<file path="src/rtl/ula_controle_mc_if.sv">
// Bus between the main control unit (master) and the registered ALU control decoder (slave).
interface ula_controle_mc_if #(
  parameter int OP_W    = 4,
  parameter int FUNCT_W = 4,
  parameter int CTRL_W  = 4
);
  logic               valid_in;
  logic [OP_W-1:0]    AluOP;
  logic [FUNCT_W-1:0] funct;
  logic [CTRL_W-1:0]  sinal_controle;
  logic               valid_out;
  logic               stall;
  logic               jr_flag;
  logic               illegal;

  modport master (
    output valid_in, AluOP, funct,
    input  sinal_controle, valid_out, stall, jr_flag, illegal
  );

  modport slave (
    input  valid_in, AluOP, funct,
    output sinal_controle, valid_out, stall, jr_flag, illegal
  );
endinterface

</file>
<file path="src/rtl/ula_controle_mc.sv">
// Registered ALU control decoder; holds the select code and stalls upstream for multi-cycle mul/div.
// Define ULA_EXT_FUNCT_EN to decode R-type funct 9 (xor -> 13) and funct 10 (slt -> 14).
module ula_controle_mc #(
  parameter int OP_W       = 4,
  parameter int FUNCT_W    = 4,
  parameter int CTRL_W     = 4,
  parameter int MUL_CYCLES = 4,
  parameter int DIV_CYCLES = 8
) (
  input logic               clock,
  input logic               reset,
  ula_controle_mc_if.slave  bus
);
  localparam int MAX_LAT = (MUL_CYCLES > DIV_CYCLES) ? MUL_CYCLES : DIV_CYCLES;
  localparam int CNT_W   = $clog2(MAX_LAT + 1);

  localparam logic [0:0] IDLE = 1'b0;
  localparam logic [0:0] BUSY = 1'b1;

  localparam logic [3:0] CODE_MUL  = 4'd4;
  localparam logic [3:0] CODE_DIV  = 4'd5;
  localparam logic [3:0] CODE_DFLT = 4'd15;

  logic [0:0]        state_q, state_d;
  logic [CNT_W-1:0]  cnt_q, cnt_d;
  logic [CTRL_W-1:0] sinal_controle_q, sinal_controle_d;
  logic              valid_out_q, valid_out_d;
  logic              jr_flag_q, jr_flag_d;
  logic              illegal_q, illegal_d;

  logic [3:0]  dec_code;
  logic        dec_jr;
  logic        dec_ill;
  logic [31:0] op_ext;
  logic [31:0] funct_ext;

  // Zero-extend before comparing so narrow AluOP/funct widths never alias onto larger codes.
  assign op_ext    = 32'(bus.AluOP);
  assign funct_ext = 32'(bus.funct);

  // NOTE: every always_comb output gets a default first so no path can infer a latch.
  always_comb begin
    dec_code = CODE_DFLT;
    dec_jr   = 1'b0;
    dec_ill  = 1'b0;
    case (op_ext)
      32'd0: dec_code = 4'd2;
      32'd1: begin
        if (bus.funct == '1) begin
          dec_jr = 1'b1;
        end else begin
          case (funct_ext)
            32'd0: dec_code = 4'd0;
            32'd1: dec_code = 4'd1;
            32'd2: dec_code = 4'd2;
            32'd3: dec_code = 4'd3;
            32'd4: dec_code = CODE_MUL;
            32'd5: dec_code = CODE_DIV;
            32'd6: dec_code = 4'd6;
            32'd7: dec_code = 4'd7;
            32'd8: dec_code = 4'd8;
`ifdef ULA_EXT_FUNCT_EN
            32'd9:  dec_code = 4'd13;
            32'd10: dec_code = 4'd14;
`endif
            default: dec_ill = 1'b1;
          endcase
        end
      end
      32'd2:   dec_code = 4'd9;
      32'd3:   dec_code = 4'd10;
      32'd4:   dec_code = 4'd11;
      32'd5:   dec_code = 4'd12;
      32'd6:   dec_code = 4'd0;
      32'd7:   dec_code = 4'd1;
      32'd8:   dec_code = 4'd2;
      32'd9:   dec_code = 4'd3;
      default: dec_ill  = 1'b1;
    endcase
  end

  always_comb begin
    state_d          = state_q;
    cnt_d            = cnt_q;
    sinal_controle_d = sinal_controle_q;
    jr_flag_d        = jr_flag_q;
    illegal_d        = illegal_q;
    valid_out_d      = 1'b0;
    case (state_q)
      IDLE: begin
        if (bus.valid_in) begin
          sinal_controle_d = CTRL_W'(dec_code);
          jr_flag_d        = dec_jr;
          illegal_d        = dec_ill;
          if (dec_code == CODE_MUL && MUL_CYCLES > 1) begin
            state_d = BUSY;
            cnt_d   = CNT_W'(MUL_CYCLES - 1);
          end else if (dec_code == CODE_DIV && DIV_CYCLES > 1) begin
            state_d = BUSY;
            cnt_d   = CNT_W'(DIV_CYCLES - 1);
          end else begin
            valid_out_d = 1'b1;
          end
        end
      end
      default: begin
        // Upstream is frozen here, so valid_in is deliberately not looked at.
        if (cnt_q <= CNT_W'(1)) begin
          cnt_d       = '0;
          valid_out_d = 1'b1;
          state_d     = IDLE;
        end else begin
          cnt_d = cnt_q - CNT_W'(1);
        end
      end
    endcase
  end

  // NOTE: sequential state uses non-blocking assignments so all flops update from pre-edge values.
  always_ff @(posedge clock or negedge reset) begin
    if (!reset) begin
      state_q          <= IDLE;
      cnt_q            <= '0;
      sinal_controle_q <= CTRL_W'(CODE_DFLT);
      valid_out_q      <= 1'b0;
      jr_flag_q        <= 1'b0;
      illegal_q        <= 1'b0;
    end else begin
      state_q          <= state_d;
      cnt_q            <= cnt_d;
      sinal_controle_q <= sinal_controle_d;
      valid_out_q      <= valid_out_d;
      jr_flag_q        <= jr_flag_d;
      illegal_q        <= illegal_d;
    end
  end

  assign bus.sinal_controle = sinal_controle_q;
  assign bus.valid_out      = valid_out_q;
  assign bus.stall          = (state_q == BUSY);
  assign bus.jr_flag        = jr_flag_q;
  assign bus.illegal        = illegal_q;
endmodule

</file>
<file path="src/flat_wrapper.sv">
// flat-port wrapper written by rule: the top's interface ports become plain ports
module ula_controle_mc_flat 
#(
  parameter int OP_W       = 4,
  parameter int FUNCT_W    = 4,
  parameter int CTRL_W     = 4,
  parameter int MUL_CYCLES = 4,
  parameter int DIV_CYCLES = 8
)
  (clock, reset, bus_valid_in, bus_AluOP, bus_funct, bus_sinal_controle, bus_valid_out, bus_stall, bus_jr_flag, bus_illegal);
  ula_controle_mc_if #(.OP_W(OP_W), .FUNCT_W(FUNCT_W), .CTRL_W(CTRL_W)) bus_i ();
  input logic clock;
  input logic reset;
  input wire logic [$bits(bus_i.valid_in)-1:0] bus_valid_in;
  input wire logic [$bits(bus_i.AluOP)-1:0] bus_AluOP;
  input wire logic [$bits(bus_i.funct)-1:0] bus_funct;
  output wire logic [$bits(bus_i.sinal_controle)-1:0] bus_sinal_controle;
  output wire logic [$bits(bus_i.valid_out)-1:0] bus_valid_out;
  output wire logic [$bits(bus_i.stall)-1:0] bus_stall;
  output wire logic [$bits(bus_i.jr_flag)-1:0] bus_jr_flag;
  output wire logic [$bits(bus_i.illegal)-1:0] bus_illegal;
  assign bus_i.valid_in = bus_valid_in;
  assign bus_i.AluOP = bus_AluOP;
  assign bus_i.funct = bus_funct;
  assign bus_sinal_controle = bus_i.sinal_controle;
  assign bus_valid_out = bus_i.valid_out;
  assign bus_stall = bus_i.stall;
  assign bus_jr_flag = bus_i.jr_flag;
  assign bus_illegal = bus_i.illegal;
  ula_controle_mc #(.OP_W(OP_W), .FUNCT_W(FUNCT_W), .CTRL_W(CTRL_W), .MUL_CYCLES(MUL_CYCLES), .DIV_CYCLES(DIV_CYCLES)) u_core (.clock(clock), .reset(reset), .bus(bus_i));
endmodule
</file>
<file path="config.mk">
export PLATFORM = sky130hd
export DESIGN_NAME = ula_controle_mc_flat
export DESIGN_NICKNAME = d
export VERILOG_FILES = /design/src/rtl/ula_controle_mc_if.sv /design/src/rtl/ula_controle_mc.sv /design/src/flat_wrapper.sv
export SDC_FILE = /design/constraint.sdc
export NUM_CORES = 1
export LEC_CHECK = 0
export ABC_AREA = 1
export BUFFER_PORTS_ARGS = -buffer_cell sky130_fd_sc_hd__buf_4
export CAP_MARGIN = 25
export CORE_MARGIN = 2
export CORE_UTILIZATION = 48
export CTS_BUF_LIST = sky130_fd_sc_hd__clkbuf_4 sky130_fd_sc_hd__clkbuf_8
export DETAILED_ROUTE_END_ITERATION = 6
export HOLD_SLACK_MARGIN = 0.02
export PLACE_DENSITY = 0.75
export SYNTH_ARGS = -nofsm -noshare
export SYNTH_HDL_FRONTEND = slang
export SYNTH_SLANG_ARGS = --single-unit
</file>
<file path="constraint.sdc">
create_clock -name clock -period 1.35 [get_ports clock]
set_clock_uncertainty 0.15 [all_clocks]
set_input_delay 0.2025 -clock clock [delete_from_list [all_inputs] [get_ports clock]]
set_output_delay 0.2025 -clock clock [all_outputs]
set_load 0.02 [all_outputs]
</file>
Yosys cells after proc, flatten, opt, wreduce, memory -nomap -nowiden
Index checks and enable logic that the tools add are counted.
- register bits: 12
- $lt $le $gt $ge: 1
- bitwise logic cells: 1
- reduce and logical (&&, ||, !) cells: 9
- add/subtract/negate cells: 1
- equal/unequal tests: 20
- muxes and demuxes: 23
- operator list (operator ; count):
    case mux 4 bit (9 select lines) ; 2
    logical NOT 32 bit ; 2
    equality test 4 x 3 -> 1 bit (second input constant) ; 10
    2-to-1 mux 4 bit ; 6
    OR reduction 9 bit ; 2
    equality test 4 x 2 -> 1 bit (second input constant) ; 4
    equality test 4 bit (second input constant) ; 4
    2-to-1 mux 1 bit ; 14
    equality test 4 x 1 -> 1 bit (second input constant) ; 2
    less-or-equal comparator 4 x 1 -> 1 bit (second input constant) ; 1
    AND reduction 2 bit ; 2
    subtractor 4 x 1 -> 4 bit (second input constant) ; 1
    nonzero test 3 bit ; 1
    case mux 1 bit (2 select lines) ; 1
    nonzero test 2 bit ; 1
    OR reduction 2 bit ; 1
    NOT 1 bit ; 1

Logic depth before layout (Yosys ltp)
Gate-level depths: netlist of the first run.
- word-level depth: 9
- mapped depth: 12

Worst setup path before layout of the first run
No wires, ideal clock.
- path type: register -> register
- start point: register u_core.cnt_q[0]
- end point: register u_core.cnt_q[2]
- stages on the path, launching flop included: 10
- required time: 1.135 ns
- setup slack: -0.101 ns
- data arrival time: 1.236 ns
- library setup time: 0.065 ns
- period minus slack after synthesis: 1.451 ns
- cells stage by stage: dfrtp_1 > inv_1 > ha_1 > o21ai_0 > inv_1 > nor2_1 > nand2_1 > nand2_1 > nand2_1 > nand2_1
- word-level cells in the longest chain between the ends: 3
- ends and longest elaborated chain (what ; RTL line ; RTL):
    start: declaration ; ula_controle_mc.sv:25 ; logic [CNT_W-1:0] cnt_q, cnt_d;
    start signal: assignment ; ula_controle_mc.sv:130 ; cnt_q <= cnt_d;
    subtractor 4 x 1 -> 4 bit or less-or-equal comparator 4 x 1 -> 1 bit (tied branches) ; ula_controle_mc.sv:113, ula_controle_mc.sv:108 ;
    2-to-1 mux 4 bit (*) ; ula_controle_mc.sv:108 ; if (cnt_q <= CNT_W'(1)) begin
    2-to-1 mux 4 bit (*) ; ula_controle_mc.sv:89 ; case (state_q)
Mark *: on every way between the ends. The rest lies on a longest branch, timed or not.
A chain may end at the register's enable or synchronous reset.

Worst setup path in the final report of the first run
Ends and elaborated chain as after synthesis.

==> impl_metrics.py, run 1 <==
metrics = {
    "outcome": {
        "status": "finished, violations left",
        "violations": "setup timing",
    },
    "die": {
        "coreArea_mm2": 0.00151,
        "die_x_um": 44.1,
        "dieArea_mm2": 0.00195,
        "start_util_pct": 51.3,
        "io_pins": 19,
        "rows": 14,
        "die_y_um": 44.1,
    },
    "layout": {
        "layout_common_cells": "buf_4, nand2_1, nor2_1, dfrtp_1",
        "area_growth_pct": 49.7,
        "nNetsFinal": 156,
        "final_common_cell": "buf_4",
        "fillers": 114,
        "antenna_cells": 0,
        "drive_above_1_share_pct": 50.7,
    },
    "timing": {
        "max_freq_mhz": 720,
        "rsz0062_at_grt": "true",
        "timing.final.crit_share_pct": 103,
        "slew_viol_final": 0,
        "min_period_ns": 1.39,
        "relSlewSlack_pct": 78.0,
        "setup_violations": 5,
        "hold_viol_final": 0,
        "worst-slew-pin-transition_ns": 0.328,
        "timing.hold.ws_ns": 0.0899,
        "layout_setup_ws_ns": -0.0395,
    },
    "detailed_routing": {
        "drt-total-wl_um": 1900,
        "vias_per_cell": 5.04,
        "drcViolationCount": 0,
        "drtIter0Drc": 28,
        "vias": 796,
        "firstDrtPassIters": 4,
        "routedWlPerCell_um": 12.0,
        "ant_nets": 0,
    },
    "clock_network": {
        "clk_pin_slew_worst_paths_ns": 0.09,
        "numCtsBuffers": 3,
        "root_buffer": "clkbuf_4",
        "htreeDepth": 1,
        "clkLatencyLatePin_ns": 0.27,
        "cts_tree": "done",
        "clock_sinks": 12,
        "cts_buffer_depth": 2,
    },
    "power_and_ir_drop": {
        "p_int_mw": 1.18,
        "p_sw_share_pct": 39.5,
        "p_switching_mw": 0.768,
        "seq_power_share_pct": 31.2,
        "ir_drop_mv": 1.10,
        "p_comb_share_pct": 53.4,
        "p_leak_nw": 0.575,
        "powerDensity_mw_per_mm2": 1680,
        "clock_power_share_pct": 15.3,
        "finalPower_mw": 1.94,
    },
    "synthesis": {
        "ys_seq_area_share_pct": 39.5,
        "yosysUniqueCellTypes": 23,
        "synthCells": 99,
        "yosysWarnings": 0,
        "syn_avg_cell_area_um2": 7.81,
        "syn_nets": 112,
        "ys_ff_latch": 12,
        "netlist_area_um2": 773,
    },
    "setup_path": {
        "worstSetupPathType": "reg -> reg",
        "start_kind": "flop",
        "end_kind": "flop",
        "cp_data_required_time_ns": 1.42,
        "critical_path.max_fanout": 3,
        "cp.arrival_ns": 1.46,
    },
    "place": {
        "gp_congestion": 0.856,
        "dp_hpwl_um": 1390,
        "pre_cts_ws_ns": -0.115,
        "io_buffers": 18,
    },
    "global_route": {
        "antenna_found_initial": 0,
        "track_usage_pct": 22.1,
        "grt_pass1_wl_um": 3240,
        "grt_max_degree": 13,
        "grt.overflow.total": 0,
        "grt_pass1_vias": 754,
    },
    "hold_path": {
        "min_path_type": "in -> reg",
    },
    "job": {
        "maxCapViolations": 0,
    },
}
-- registers in the layout, indices dropped and copies added, names as in the netlist --
name	cells
u_core.cnt_q	4
u_core.bus.sinal_controle	4
u_core.bus.valid_out	1
u_core.bus.illegal	1
u_core.bus.jr_flag	1
u_core.bus.stall	1
-- per-stage QoR --
step	util [%]	instances	TNS (ns)	instance area, µm²
after global routing	76.8	158	-0.492	1160
final	76.8	158	-0.107	1160
after detailed placement	69.9	149	-0.310	1050
after CTS	76.2	157	-0.00601	1150
after global placement	69.9	149	-0.187	1050
after floorplan	-	99	0	778
-- power groups by stage --
stage / clock network [mW] / logic, mW / registers (mW)
3_5_place_dp: 0 / 0.838 / 0.610
4_1_cts: 0.301 / 0.988 / 0.605
5_1_grt: 0.309 / 1.14 / 0.625
6_report: 0.298 / 1.04 / 0.607
2_1_floorplan: 0 / 0.401 / 0.680
3_3_place_gp: 0 / 0.821 / 0.605
-- layer usage --
metal,global-route usage (%),vias up,part of all wire (%)
met5,0,-,0
met4,5.45,0,1.1
met3,4.08,5,5.4
met2,36.2,23,47
met1,30.3,357,47
li1,-,411,-
-- kinds of logic after synthesis --
| kind of cell | Yosys count | synth area share [%] |
|---|---|---|
| adder cells (fa/ha/maj) | 2 | 3.24 |
| buffers and inverters | 11 | 5.34 |
| AO/OA/AOI/OAI | 16 | 11.8 |
| flip-flops | 12 | 39.5 |
| XOR/XNOR | 2 | 2.27 |
| AND/OR/NAND/NOR | 56 | 37.9 |
-- synthesized netlist by cell type --
| master | instances | area [µm²] |
|---|---|---|
| a21oi_1 | 5 | 25.0 |
| a31oi_1 | 5 | 31.3 |
| dfrtp_1 | 8 | 200 |
| dfstp_2 | 4 | 105 |
| ha_1 | 2 | 25.0 |
| inv_1 | 7 | 26.3 |
| inv_2 | 4 | 15.0 |
| nand2_1 | 22 | 82.6 |
| nand2_2 | 7 | 43.8 |
| nand3_1 | 6 | 30.0 |
| nand3_2 | 2 | 20.0 |
| nand3_4 | 1 | 17.5 |
| nand4_1 | 2 | 12.5 |
| nor2_1 | 9 | 33.8 |
| nor2_2 | 1 | 6.26 |
| nor2_4 | 2 | 22.5 |
| nor3_1 | 1 | 5.00 |
| o21ai_0 | 3 | 15.0 |
| o21ai_1 | 1 | 5.00 |
| o21ai_2 | 1 | 8.76 |
| o22ai_1 | 1 | 6.26 |
| or2_1 | 3 | 18.8 |
| xor2_1 | 2 | 17.5 |
-- cell type report --
cell class | count | area [µm²] | area share [%]
Multi-Input combinational cell | 76 | 459 | 39.7
Sequential cell | 12 | 305 | 26.4
Timing Repair Buffer | 39 | 295 | 25.5
Inverter | 11 | 41.3 | 3.57
Clock buffer | 4 | 36.3 | 3.14
Tap cell | 16 | 20.0 | 1.73
-- what timing repair did --
action | in CTS | in global routing
hold buffers | 1 | 0
buffers inserted | 3 | 1
pin swaps | 4 | 1
hold endpoints to repair | 12 | 0
endpoints found under the setup margin | 5 | 5
resized for setup | 8 | 1
-- path summary, 6_finish.rpt --
kind | slack [ns] | cells past startpoint | start | end
max | -0.04 | 8 | u_core.cnt_q[0] | u_core.cnt_q[2]
min | 0.09 | 3 | bus_valid_in | u_core.bus.valid_out
max reg2reg | -0.04 | 8 | u_core.cnt_q[0] | u_core.cnt_q[2]
min reg2reg | 0.35 | 2 | u_core.bus.sinal_controle[0] | u_core.bus.sinal_controle[0]
max in group asynchronous | 0.66 | 2 | reset | u_core.bus.sinal_controle[2]
min in group asynchronous | 0.16 | 2 | reset | u_core.cnt_q[2]
-- critical path, stage by stage (launching register included) --
cell and delay, ns:
dfrtp_1 0.42, ha_2 0.20, o21ai_2 0.16, inv_2 0.08, nor2_4 0.10, nand2_1 0.06
nand2_1 0.05, nand2_1 0.05, nand2_1 0.06
No activity file was read; power rests on OpenSTA's default activity.
==> run 2: changes to the inputs <==
--- a/config.mk
+++ b/config.mk
@@ -13,7 +13,7 @@
 export CTS_BUF_LIST = sky130_fd_sc_hd__clkbuf_4 sky130_fd_sc_hd__clkbuf_8
 export DETAILED_ROUTE_END_ITERATION = 6
 export HOLD_SLACK_MARGIN = 0.02
-export PLACE_DENSITY = 0.75
+export PLACE_DENSITY = 0.8
 export SYNTH_ARGS = -nofsm -noshare
 export SYNTH_HDL_FRONTEND = slang
 export SYNTH_SLANG_ARGS = --single-unit
==> impl_metrics.py, run 2 (synthesis results as in run 1) <==
metrics = {
    "die": {
        "rows": 14,
        "coreArea_mm2": 0.00151,
        "io_pins": 19,
        "die_y_um": 44.1,
        "die_x_um": 44.1,
        "start_util_pct": 51.3,
        "dieArea_mm2": 0.00195,
    },
    "layout": {
        "fillers": 110,
        "nNetsFinal": 156,
        "layout_common_cells": "buf_4, nand2_1, nor2_1, dfrtp_1",
        "drive_above_1_share_pct": 50.0,
        "final_common_cell": "buf_4",
        "antenna_cells": 0,
        "utilization_pct": 76.9,
        "area_growth_pct": 49.8,
    },
    "timing": {
        "rsz0062_at_grt": "true",
        "relSlewSlack_pct": 82.7,
        "setup_violations": 3,
        "timing.final.crit_share_pct": 102,
        "hold_viol_final": 0,
        "layout_setup_ws_ns": -0.0237,
        "max_freq_mhz": 728,
        "timing.hold.ws_ns": 0.0610,
        "slew_viol_final": 0,
        "worst-slew-pin-transition_ns": 0.257,
        "min_period_ns": 1.37,
    },
    "global_route": {
        "grt.met2_usage_pct": 37.9,
        "grt_busiest_layer": "met2",
        "use_met1_pct": 28.3,
        "gr-usage-met3_pct": 4.08,
        "grt_max_degree": 13,
        "grt.overflow.total": 0,
        "track_usage_pct": 22.2,
        "grt_pass1_wl_um": 3150,
        "antenna_found_initial": 0,
        "grt_pass1_vias": 745,
    },
    "clock_network": {
        "root_buffer": "clkbuf_4",
        "cts_buffer_depth": 2,
        "htreeDepth": 1,
        "clkLatencyLatePin_ns": 0.28,
        "numCtsBuffers": 3,
        "clk_pin_slew_worst_paths_ns": 0.08,
        "clock_sinks": 12,
        "cts_tree": "done",
    },
    "detailed_routing": {
        "vias_per_cell": 5.15,
        "vias": 814,
        "drcViolationCount": 0,
        "drt-total-wl_um": 1950,
        "routedWlPerCell_um": 12.3,
        "firstDrtPassIters": 6,
        "ant_nets": 0,
        "drtIter0Drc": 24,
    },
    "job": {
        "maxCapViolations": 0,
    },
    "outcome": {
        "violations": "setup timing",
        "status": "finished, violations left",
    },
    "setup_path": {
        "rrSetupSlack_ns": -0.02,
        "cp_data_required_time_ns": 1.43,
        "start_kind": "flop",
        "worstSetupPathType": "reg -> reg",
        "r2r_start": "u_core.cnt_q[0]",
        "reg2regPathDepth": 9,
        "end_kind": "flop",
        "critical_path.max_fanout": 3,
        "r2r-end": "u_core.cnt_q[2]",
        "cp.arrival_ns": 1.45,
    },
    "hold_path": {
        "holdPathStages": 3,
        "min_path_type": "in -> reg",
        "holdPathEnd": "u_core.bus.valid_out",
        "worst_hold_startpoint": "bus_valid_in",
    },
    "place": {
        "dp_hpwl_um": 1390,
        "pre_cts_ws_ns": -0.104,
        "gp_congestion": 0.807,
        "io_buffers": 18,
    },
    "power_and_ir_drop": {
        "ir_drop_mv": 1.20,
        "p_leak_nw": 0.574,
        "powerDensity_mw_per_mm2": 1710,
        "finalPower_mw": 1.98,
    },
}
[run 2: how the worst max path moves through the flow]
stage	startpoint	end	slack, ns	cells after the start
detailed placement	u_core.cnt_q[0]	u_core.cnt_q[2]	-0.10	9
floorplan	u_core.cnt_q[0]	u_core.cnt_q[2]	0.003	9
CTS	u_core.cnt_q[0]	u_core.cnt_q[2]	0.004	9
global route	u_core.cnt_q[0]	u_core.cnt_q[2]	-0.11	9
global placement	u_core.cnt_q[0]	u_core.cnt_q[2]	-0.09	9
finish	u_core.cnt_q[0]	u_core.cnt_q[2]	-0.02	9
[run 2: where the power goes]
group	switching (mW)	total (mW)	internal, mW	leakage (nW)
clock	0.135	0.299	0.164	0.0210
combinational	0.548	1.06	0.516	0.412
sequential	0.103	0.614	0.511	0.141
total	0.785	1.98	1.19	0.574
[run 2: layout make-up]
class                      count  area [µm²]  area share (%)
tap                           16        20.0            1.73
sequential                    12         305            26.3
inverter                      11        41.3            3.56
multi-input combinational     76         460            39.7
timing repair buffer          39         295            25.5
clock buffer                   4        36.3            3.13
[run 2: critical path: stages (launching register included)]
cell and delay (ns):
dfrtp_1 0.40, inv_2 0.07, ha_4 0.17, o21ai_4 0.16
inv_2 0.08, nor2_4 0.10, nand2_1 0.06, nand2_1 0.06
nand2_1 0.04, nand2_1 0.05
[run 2: timing repair]
| action | 4_1_cts | 5_1_grt |
|---|---|---|
| hold buffers | 1 | 0 |
| pin swaps | 3 | 0 |
| endpoints found under the hold margin | 12 | 0 |
| endpoints found under the setup margin | 5 | 6 |
| resized for setup | 8 | 1 |
| buffers inserted | 2 | 2 |
[run 2: routing by layer]
layer  vias to the layer above  part of all wire (%)
li1                        416                     -
met1                       365                    45
met2                        24                    48
met3                         9                   4.7
met4                         0                   2.6
met5                         -                     0
[run 2: stage by stage]
stage	cell area, µm²	cells	TNS, ns
2_1_floorplan	778	99	0
3_3_place_gp	1050	149	-0.147
3_5_place_dp	1050	149	-0.227
4_1_cts	1140	156	0
5_1_grt	1160	158	-0.385
6_report	1160	158	-0.0415
